$ cat config.mk
export PLATFORM = sky130hd
export DESIGN_NAME = sprite_overlay_controller
export DESIGN_NICKNAME = d
export VERILOG_FILES = /design/src/rtl/sprite_overlay_controller.sv
export SDC_FILE = /design/constraint.sdc
export NUM_CORES = 1
export LEC_CHECK = 0
export CAP_MARGIN = 40
export CORE_ASPECT_RATIO = 1.2
export CORE_MARGIN = 1.5
export CORE_UTILIZATION = 40
export CTS_CLUSTER_DIAMETER = 200
export CTS_CLUSTER_SIZE = 40
export DETAILED_ROUTE_END_ITERATION = 10
export GPL_TIMING_DRIVEN = 0
export PLACE_DENSITY = 0.75
export SYNTH_ARGS = -nofsm -noshare
export SYNTH_HDL_FRONTEND = slang
export SYNTH_SLANG_ARGS = --single-unit
$ cat constraint.sdc
create_clock -name clk -period 6.6 [get_ports clk]
set_clock_uncertainty 0.1 [all_clocks]
set_input_delay 0.99 -clock clk [delete_from_list [all_inputs] [get_ports clk]]
set_output_delay 0.99 -clock clk [all_outputs]
set_load 0.01 [all_outputs]
$ cat src/rtl/sprite_overlay_controller.sv
// Sprite overlay stage: hit test, ROM addressing, colour-key transparency and
// blink/reveal display modes, with frame-synchronous position and mode updates.
module sprite_overlay_controller #(
    parameter int unsigned SPR_W        = 90,
    parameter int unsigned SPR_H        = 11,
    parameter int unsigned ROW_W        = 4,
    parameter int unsigned COL_W        = 7,
    parameter int unsigned SCALE_LOG2   = 0,
    parameter int unsigned X0           = 260,
    parameter int unsigned Y0           = 277,
    parameter logic [11:0] KEY          = 12'hFFF,
    parameter int unsigned ROM_LAT      = 1,
    parameter int unsigned BLINK_FRAMES = 30,
    parameter int unsigned REVEAL_STEP  = 2
) (
    input  logic             clk,
    input  logic             rst,
    input  logic             en,
    input  logic             bright,
    input  logic [9:0]       hCount,
    input  logic [9:0]       vCount,
    input  logic [11:0]      background,
    input  logic [9:0]       pos_x,
    input  logic [9:0]       pos_y,
    input  logic             pos_load,
    input  logic [1:0]       mode,
    output logic [ROW_W-1:0] rom_row,
    output logic [COL_W-1:0] rom_col,
    input  logic [11:0]      rom_color,
    output logic [11:0]      rgb,
    output logic             reveal_done
);

    localparam int unsigned CW    = 10;
    localparam int unsigned DW    = 11;
    localparam int unsigned CLR_W = 12;
    localparam int unsigned WIN_W = SPR_W << SCALE_LOG2;
    localparam int unsigned WIN_H = SPR_H << SCALE_LOG2;
    localparam int unsigned RC_W  = $clog2(SPR_W + 1);
    localparam int unsigned BC_W  = (BLINK_FRAMES > 1) ? $clog2(BLINK_FRAMES) : 1;

    logic             at_origin, prev_origin, tick;
    logic [CW-1:0]    ax, ay, sx, sy;
    logic             pending;
    logic [DW-1:0]    dx, dy;
    logic             hit, show;

    logic [1:0]       mode_q, mode_n;
    logic [BC_W-1:0]  blink_cnt, blink_n;
    logic             vis, vis_n;
    logic [RC_W-1:0]  reveal_col, rc_n;
    logic [31:0]      rc_sum;

    logic [ROM_LAT-1:0] bright_dl, show_dl;
    logic [CLR_W-1:0]   bg_dl [ROM_LAT];

    // Edge-detected frame tick tolerates pixel-rate clock enables
    assign at_origin = (hCount == '0) && (vCount == '0);
    assign tick      = at_origin && !prev_origin;

    // Shadow/active position: loads take effect only on a frame tick
    always_ff @(posedge clk) begin
        if (rst) begin
            prev_origin <= 1'b0;
            ax          <= CW'(X0);
            ay          <= CW'(Y0);
            sx          <= CW'(X0);
            sy          <= CW'(Y0);
            pending     <= 1'b0;
        end else begin
            prev_origin <= at_origin;
            if (pos_load) begin
                sx <= pos_x;
                sy <= pos_y;
            end
            if (tick) begin
                if (pos_load) begin
                    ax <= pos_x;
                    ay <= pos_y;
                end else if (pending) begin
                    ax <= sx;
                    ay <= sy;
                end
                pending <= 1'b0;
            end else if (pos_load) begin
                pending <= 1'b1;
            end
        end
    end

    // Stage 0: window hit test and ROM address
    assign dx      = DW'(hCount) - DW'(ax);
    assign dy      = DW'(vCount) - DW'(ay);
    assign hit     = en && !dx[DW-1] && !dy[DW-1]
                     && (32'(dx) < WIN_W) && (32'(dy) < WIN_H);
    assign rom_col = COL_W'(dx >> SCALE_LOG2);
    assign rom_row = ROW_W'(dy >> SCALE_LOG2);
    assign show    = hit && ((mode_q != 2'd1) || vis)
                     && ((mode_q != 2'd2) || (32'(rom_col) < 32'(reveal_col)));

    // Mode next-state: advances on frame ticks, cleared whenever en is low
    always_comb begin
        mode_n  = mode_q;
        blink_n = blink_cnt;
        vis_n   = vis;
        rc_n    = reveal_col;
        rc_sum  = 32'(reveal_col) + REVEAL_STEP;
        if (tick) begin
            mode_n = mode;
            if (mode != mode_q) begin
                blink_n = '0;
                vis_n   = 1'b1;
                rc_n    = '0;
            end else if (mode_q == 2'd1) begin
                if (32'(blink_cnt) == BLINK_FRAMES - 1) begin
                    blink_n = '0;
                    vis_n   = !vis;
                end else begin
                    blink_n = blink_cnt + BC_W'(1);
                end
            end else if (mode_q == 2'd2) begin
                rc_n = (rc_sum >= SPR_W) ? RC_W'(SPR_W) : RC_W'(rc_sum);
            end
        end
        if (!en) begin
            blink_n = '0;
            vis_n   = 1'b1;
            rc_n    = '0;
        end
    end

    always_ff @(posedge clk) begin
        if (rst) begin
            mode_q      <= 2'd0;
            blink_cnt   <= '0;
            vis         <= 1'b1;
            reveal_col  <= '0;
            reveal_done <= 1'b0;
        end else begin
            mode_q      <= mode_n;
            blink_cnt   <= blink_n;
            vis         <= vis_n;
            reveal_col  <= rc_n;
            reveal_done <= (mode_n == 2'd2) && (rc_n == RC_W'(SPR_W));
        end
    end

    // Delay line aligning pixel controls with ROM data
    always_ff @(posedge clk) begin
        if (rst) begin
            bright_dl <= '0;
            show_dl   <= '0;
            for (int i = 0; i < ROM_LAT; i++) bg_dl[i] <= '0;
        end else begin
            bright_dl[0] <= bright;
            show_dl[0]   <= show;
            bg_dl[0]     <= background;
            for (int i = 1; i < ROM_LAT; i++) begin
                bright_dl[i] <= bright_dl[i-1];
                show_dl[i]   <= show_dl[i-1];
                bg_dl[i]     <= bg_dl[i-1];
            end
        end
    end

    always_ff @(posedge clk) begin
        if (rst) begin
            rgb <= '0;
        end else if (!bright_dl[ROM_LAT-1]) begin
            rgb <= '0;
        end else if (show_dl[ROM_LAT-1] && (rom_color != KEY)) begin
            rgb <= rom_color;
        end else begin
            rgb <= bg_dl[ROM_LAT-1];
        end
    end

endmodule

======== After elaboration in Yosys (flattened, before gate mapping) ========
Memory sizes are Yosys's and may differ from the RTL's.
Index checks and enable logic that the tools add are counted.
storage, ports and cells
  bits in read-only memories .............. 0
  bits in latches ......................... 0
  logic and storage cells ................. 85
  input bits .............................. 71
  flip-flop bits (word level) ............. 72
  memories kept ........................... 1
  memory bits (writable) .................. 12
memories
  memory  depth  width  rd ports  clocked after memory_dff  write ports  RTL line  text
  bg_dl   1      12     1         0                         1            55        logic [CLR_W-1:0] bg_dl [ROM_LAT];
operators by class
  muxes and demuxes ....................... 23
  add/subtract/negate cells ............... 4
  bitwise logic cells ..................... 2
  divide/modulo/power cells ............... 0
  magnitude comparators ................... 4
  multiply operators ...................... 0
  reduce and logical (&&, ||, !) cells .... 28
  shift operators ......................... 0
  equality and inequality tests ........... 9
operators with widths
  operator              number
  $mux 7                6
  $mux 10               4
  $mux 12               2
  $sub 10x10->11        2
  $logic_not 10->1      2
  $mux 5                3
  $ne 12x12->1 const B  1
  $reduce_or 12->1      1
  $lt 11x4->1 const B   1
  $lt 11x7->1 const B   1
  $logic_and 1x1->1     10
  $add 7x2->8 const B   1
  $ge 8x7->1 const B    1
  $eq 7x7->1 const B    1
  $lt 7x7->1            1
  $mux 1                7
  $reduce_bool 2->1     3
  $reduce_or 2->1       3
  $add 5x1->5 const B   1
  $eq 5x5->1 const B    1
  $eq 2x2->1 const B    2
  $logic_not 1->1       4
  $reduce_and 2->1      2
  $reduce_and 3->1      1
  other kinds (7)       9

======== Logic depth before layout (Yosys ltp) ========
  word-level depth ........................ 10
  gate-level depth with buffers ........... 16
  gate-level depth less buffers ........... 16

======== Worst setup path after synthesis ========
No wires, ideal clock.
  path type ............................... input -> register
  start ................................... in hCount[0]
  end ..................................... reg show_dl
  data arrival time ....................... 3,841 ps
  path slack .............................. 2,567 ps
  stages .................................. 16
  data required time ...................... 6,408 ps
  buffers on the path ..................... 0
  setup time .............................. 92 ps
  path through ............................ inv_1 -> ha_1 -> fa_1 -> nor2b_1 -> o2111ai_1 -> nand3b_1 -> xnor2_1 -> inv_1 -> ha_1 -> a21oi_1 -> o22ai_1 -> a2111oi_0 -> o2111ai_1 -> nor4_1 -> o2111ai_1 -> nor4_1
between the ends
  elaborated cells between the ends (all ways) .. 11
RTL lines
  item                             RTL line  text
  from (decl)                      20        input logic [9:0] hCount,
  $sub 10x10->11 (*)               92        assign dx = DW'(hCount) - DW'(ax);
  via rom_col[6]                   28        output logic [COL_W-1:0] rom_col,
  $lt 11x7->1                      95        && (32'(dx) < WIN_W) && (32'(dy) < WIN_H);
  $logic_and 1x1->1 (2 in series)  95
  $logic_and 1x1->1                98        assign show = hit && ((mode_q != 2'd1) || vis)
  $logic_and 1x1->1 (*)            99        && ((mode_q != 2'd2) || (32'(rom_col) < 32'(reveal_col)));
  to (signal, indexed assignment)  160       show_dl[i] <= show_dl[i-1];
  to (decl)                        54        logic [ROM_LAT-1:0] bright_dl, show_dl;
Mark *: on every way through the listed nets, which the timed path passes. The rest lies on a longest branch.
A chain may end at the register's enable or synchronous reset.

======== Final worst setup path ========
  start ................................... in hCount[0]
  end ..................................... reg show_dl
between the ends
  longest elaborated chain between the ends .. 8
  elaborated cells between the ends (all ways) .. 11
RTL lines
  item                                                 RTL line
  $sub 10x10->11 (*)                                   92
  branches (longest 6 deep; another with $lt 11x7->1)  --
  $logic_and 1x1->1 (*)                                99
Every way passes the cells marked *.

==> results.cfg <==
[outcome]
status = finished, violations left
violations = design-rule violations

[clocking]
clock-root-buffer = clkbuf_16
hold_buffers = 0
cts.clk_slew.worst_paths_ps = 60
cts.sinks = 84
post_cts_buffers = 0
cts_max_level = 3
cts_tree = built
clockBufferDepth = 2
insertion_delay_ps = 340
cts.repair.resized = 0
cts_buffers = 9

[yosys]
async_reset_ff_share_pct = 0
yosysWarnings = 0
synth-seq-cells = 84
seq_area_frac_synth_pct = 38.2
yosysUniqueCellTypes = 55
ys.flop_type = dfxtp_1
avgSynthCellArea_um2 = 8.81
syn_nets = 601
syn_inst = 499
synth-edff-count = 0
syn_area_um2 = 4400

[route]
drcViolationCount = 4
wire_per_inst_um = 15.0
totalWireLength_um = 11100
drt-vias-per-instance = 5.34
drtPass1Iterations = 9
vias = 3933
drtIter0Drc = 244
ant_nets = 0

[placed_design]
pre_cts_slack_ps = 1470
port_buffers = 92
hpwl_um = 8840
postPlaceCellArea_um2 = 5480
place_congestion = 0.912

[power]
irDropWorstVdd_mv = 0.140
power_density_nw_per_um2 = 210
p_leak_nw = 2.27

[critical_path]
startpoint_type = primary input
path_class = in2reg
worstSetupEndpointType = flip-flop
rr_endpoint = show_dl
reg2reg_from = ax[0]
crit_path_max_fanout = 2
cp.arrival_ps = 4890
rrSetupSlack_ps = 2750
cp.required_ps = 6730
ff2ff_path_depth = 15

[final_layout]
fill_cells = 926
nNetsFinal = 704
antennaDiodeCount = 0
drive_gt1_share_pct = 5.27
syn2layout_area_growth_pct = 31.6
final_area_um2 = 5790

[global_routing]
grt_max_degree = 17
grt_pass1_wl_um = 18200
grt_use_total_pct = 19.6
grt_pass1_vias = 3928
overflow = 0
antenna_found_initial = 0

[worst_hold_path]
hold_path_depth = 1
hp-class = reg2reg
min-delay-start = ax[8]
hold_end = ax[8]

[sta]
worst_slew_pin_slew_ps = 778
fin_crit_sh_pct = 72.0
finalHoldViolCount = 0
final.setup.worst_slack_ps = 1850
rsz0062_at_grt = no
setup_tns_ps = 0
max_freq_mhz = 210
finalSetupViolCount = 0
finalMaxSlewViolations = 0
max-slew-margin-rel_pct = 48.1
period_minus_slack_ps = 4750

[floorplanning]
die_area_um2 = 11600
start_util_pct = 41.4
ioPinCount = 95
row_count = 41
die_h_um = 118
dieWidth_um = 98.7
core_um2 = 10600

[run]
max-cap-violations = 0
## layout make-up
class                   instances  area [µm²]  share of cell area, %
multi-input cells             355        2480                   42.8
flip-flops and latches         84        1680                   29.1
repair buffers                 92         921                   15.9
clock buffers                   9         225                   3.89
well taps                     129         161                   2.79
inverters                      40         150                   2.59
plain buffers                  20        86.3                   1.49
clock inverters                 7        82.6                   1.43
## metrics by stage
step	hold WS [ps]	utilization (%)	total power [mW]	cells
4_1_cts	369	54.5	1.22	736
3_3_place_gp	350	51.6	0.695	720
3_5_place_dp	349	51.6	0.699	720
6_report	369	54.5	1.21	736
5_1_grt	386	54.5	1.26	736
2_1_floorplan	335	-	0.617	499
## worst max path at each step
stage | start | to | slack (ps) | cells past startpoint
2_1_floorplan | hCount[0] | show_dl | 2570 | 16
3_3_place_gp | hCount[0] | show_dl | 1540 | 17
3_5_place_dp | hCount[0] | show_dl | 1470 | 17
4_1_cts | hCount[0] | show_dl | 1820 | 17
5_1_grt | hCount[0] | show_dl | 1480 | 17
6_report | hCount[0] | show_dl | 1850 | 17
## critical path, stage by stage
cell             delay [ps]
clkdlybuf4s50_1         500
inv_1                    60
ha_1                    230
fa_1                    420
nor2b_1                 200
o2111ai_1               150
nand3b_1                130
xnor2_1                 150
inv_1                   110
ha_1                    300
a21oi_1                 220
o22ai_1                 100
a2111oi_0               390
o2111ai_1               180
nor4_1                  300
o2111ai_1               180
nor4_1                  290
## kinds of logic after synthesis
family          Yosys count  synth area share [%]
fa+ha+maj                31                  9.16
xor+xnor                 12                  2.39
flops                    84                  38.2
simple gates            173                  19.8
mux                      39                  9.22
buf+inv                  60                  5.38
compound gates          100                  15.8
## metal layers
metal  up-vias  global-route usage [%]  part of all wire [%]
met2       132                    35.8                    52
met3        25                    3.56                   4.4
met1      1810                    21.9                    41
met5         -                       0                     0
met4         0                    9.02                   3.2
li1       1966                       -                     -
## state kept, by name (all words and copies together), names as in the netlist
name and flops:
bg_dl 12, rgb 12, ax 10, ay 10
sx 10, sy 10, reveal_col 7, blink_cnt 5
mode_q 2, bright_dl 1, pending 1, prev_origin 1
reveal_done 1, show_dl 1, vis 1
## Yosys cell counts (all sizes together) (2+ instances only)
master / instances / area share [%]
dfxtp: 84 / 38
nor2: 76 / 6.5
inv: 40 / 3.4
mux2i: 37 / 8.7
ha: 29 / 8.3
a21oi: 20 / 2.3
nor2b: 20 / 2.8
nand2b: 17 / 2.4
a211oi: 16 / 2.7
clkbuf: 14 / 1.2
o21ai: 14 / 1.6
nand2: 12 / 1.0
nor3: 10 / 1.1
nor4: 9 / 1.4
xnor2: 9 / 1.8
nand4: 8 / 1.1
a211o: 7 / 1.4
nand3: 7 / 0.80
a31oi: 6 / 0.85
buf: 6 / 0.77
or2: 6 / 0.97
o21a: 5 / 0.85
o2111ai: 4 / 0.80
a2111oi: 3 / 0.60
and2: 3 / 0.43
o22ai: 3 / 0.43
o31a: 3 / 0.60
xor2: 3 / 0.60
a21boi: 2 / 0.34
a2bb2oi: 2 / 0.40
fa: 2 / 0.91
mux2: 2 / 0.51
nand3b: 2 / 0.34
o211ai: 2 / 0.34
o31ai: 2 / 0.34
or4: 2 / 0.51
## cell usage in the layout, fill, tap and decap left out, drive strengths merged, types with 14 or more instances in the layout
cell type,synthesis,routed
o21ai,14,14
a21oi,20,20
clkbuf,14,23
ha,29,29
nor2,76,76
inv,40,44
nand2b,17,17
nor2b,20,20
clkdlybuf4s50,0,92
mux2i,37,37
dfxtp,84,84
a211oi,16,16
## power breakdown
| group | total (mW) | internal [mW] | switching, mW |
|---|---|---|---|
| sequential | 0.523 | 0.520 | 0.00344 |
| combinational | 0.165 | 0.0887 | 0.0767 |
| clock | 0.524 | 0.301 | 0.224 |
| total | 1.21 | 0.909 | 0.304 |
Power figures use the tool's default switching activity.
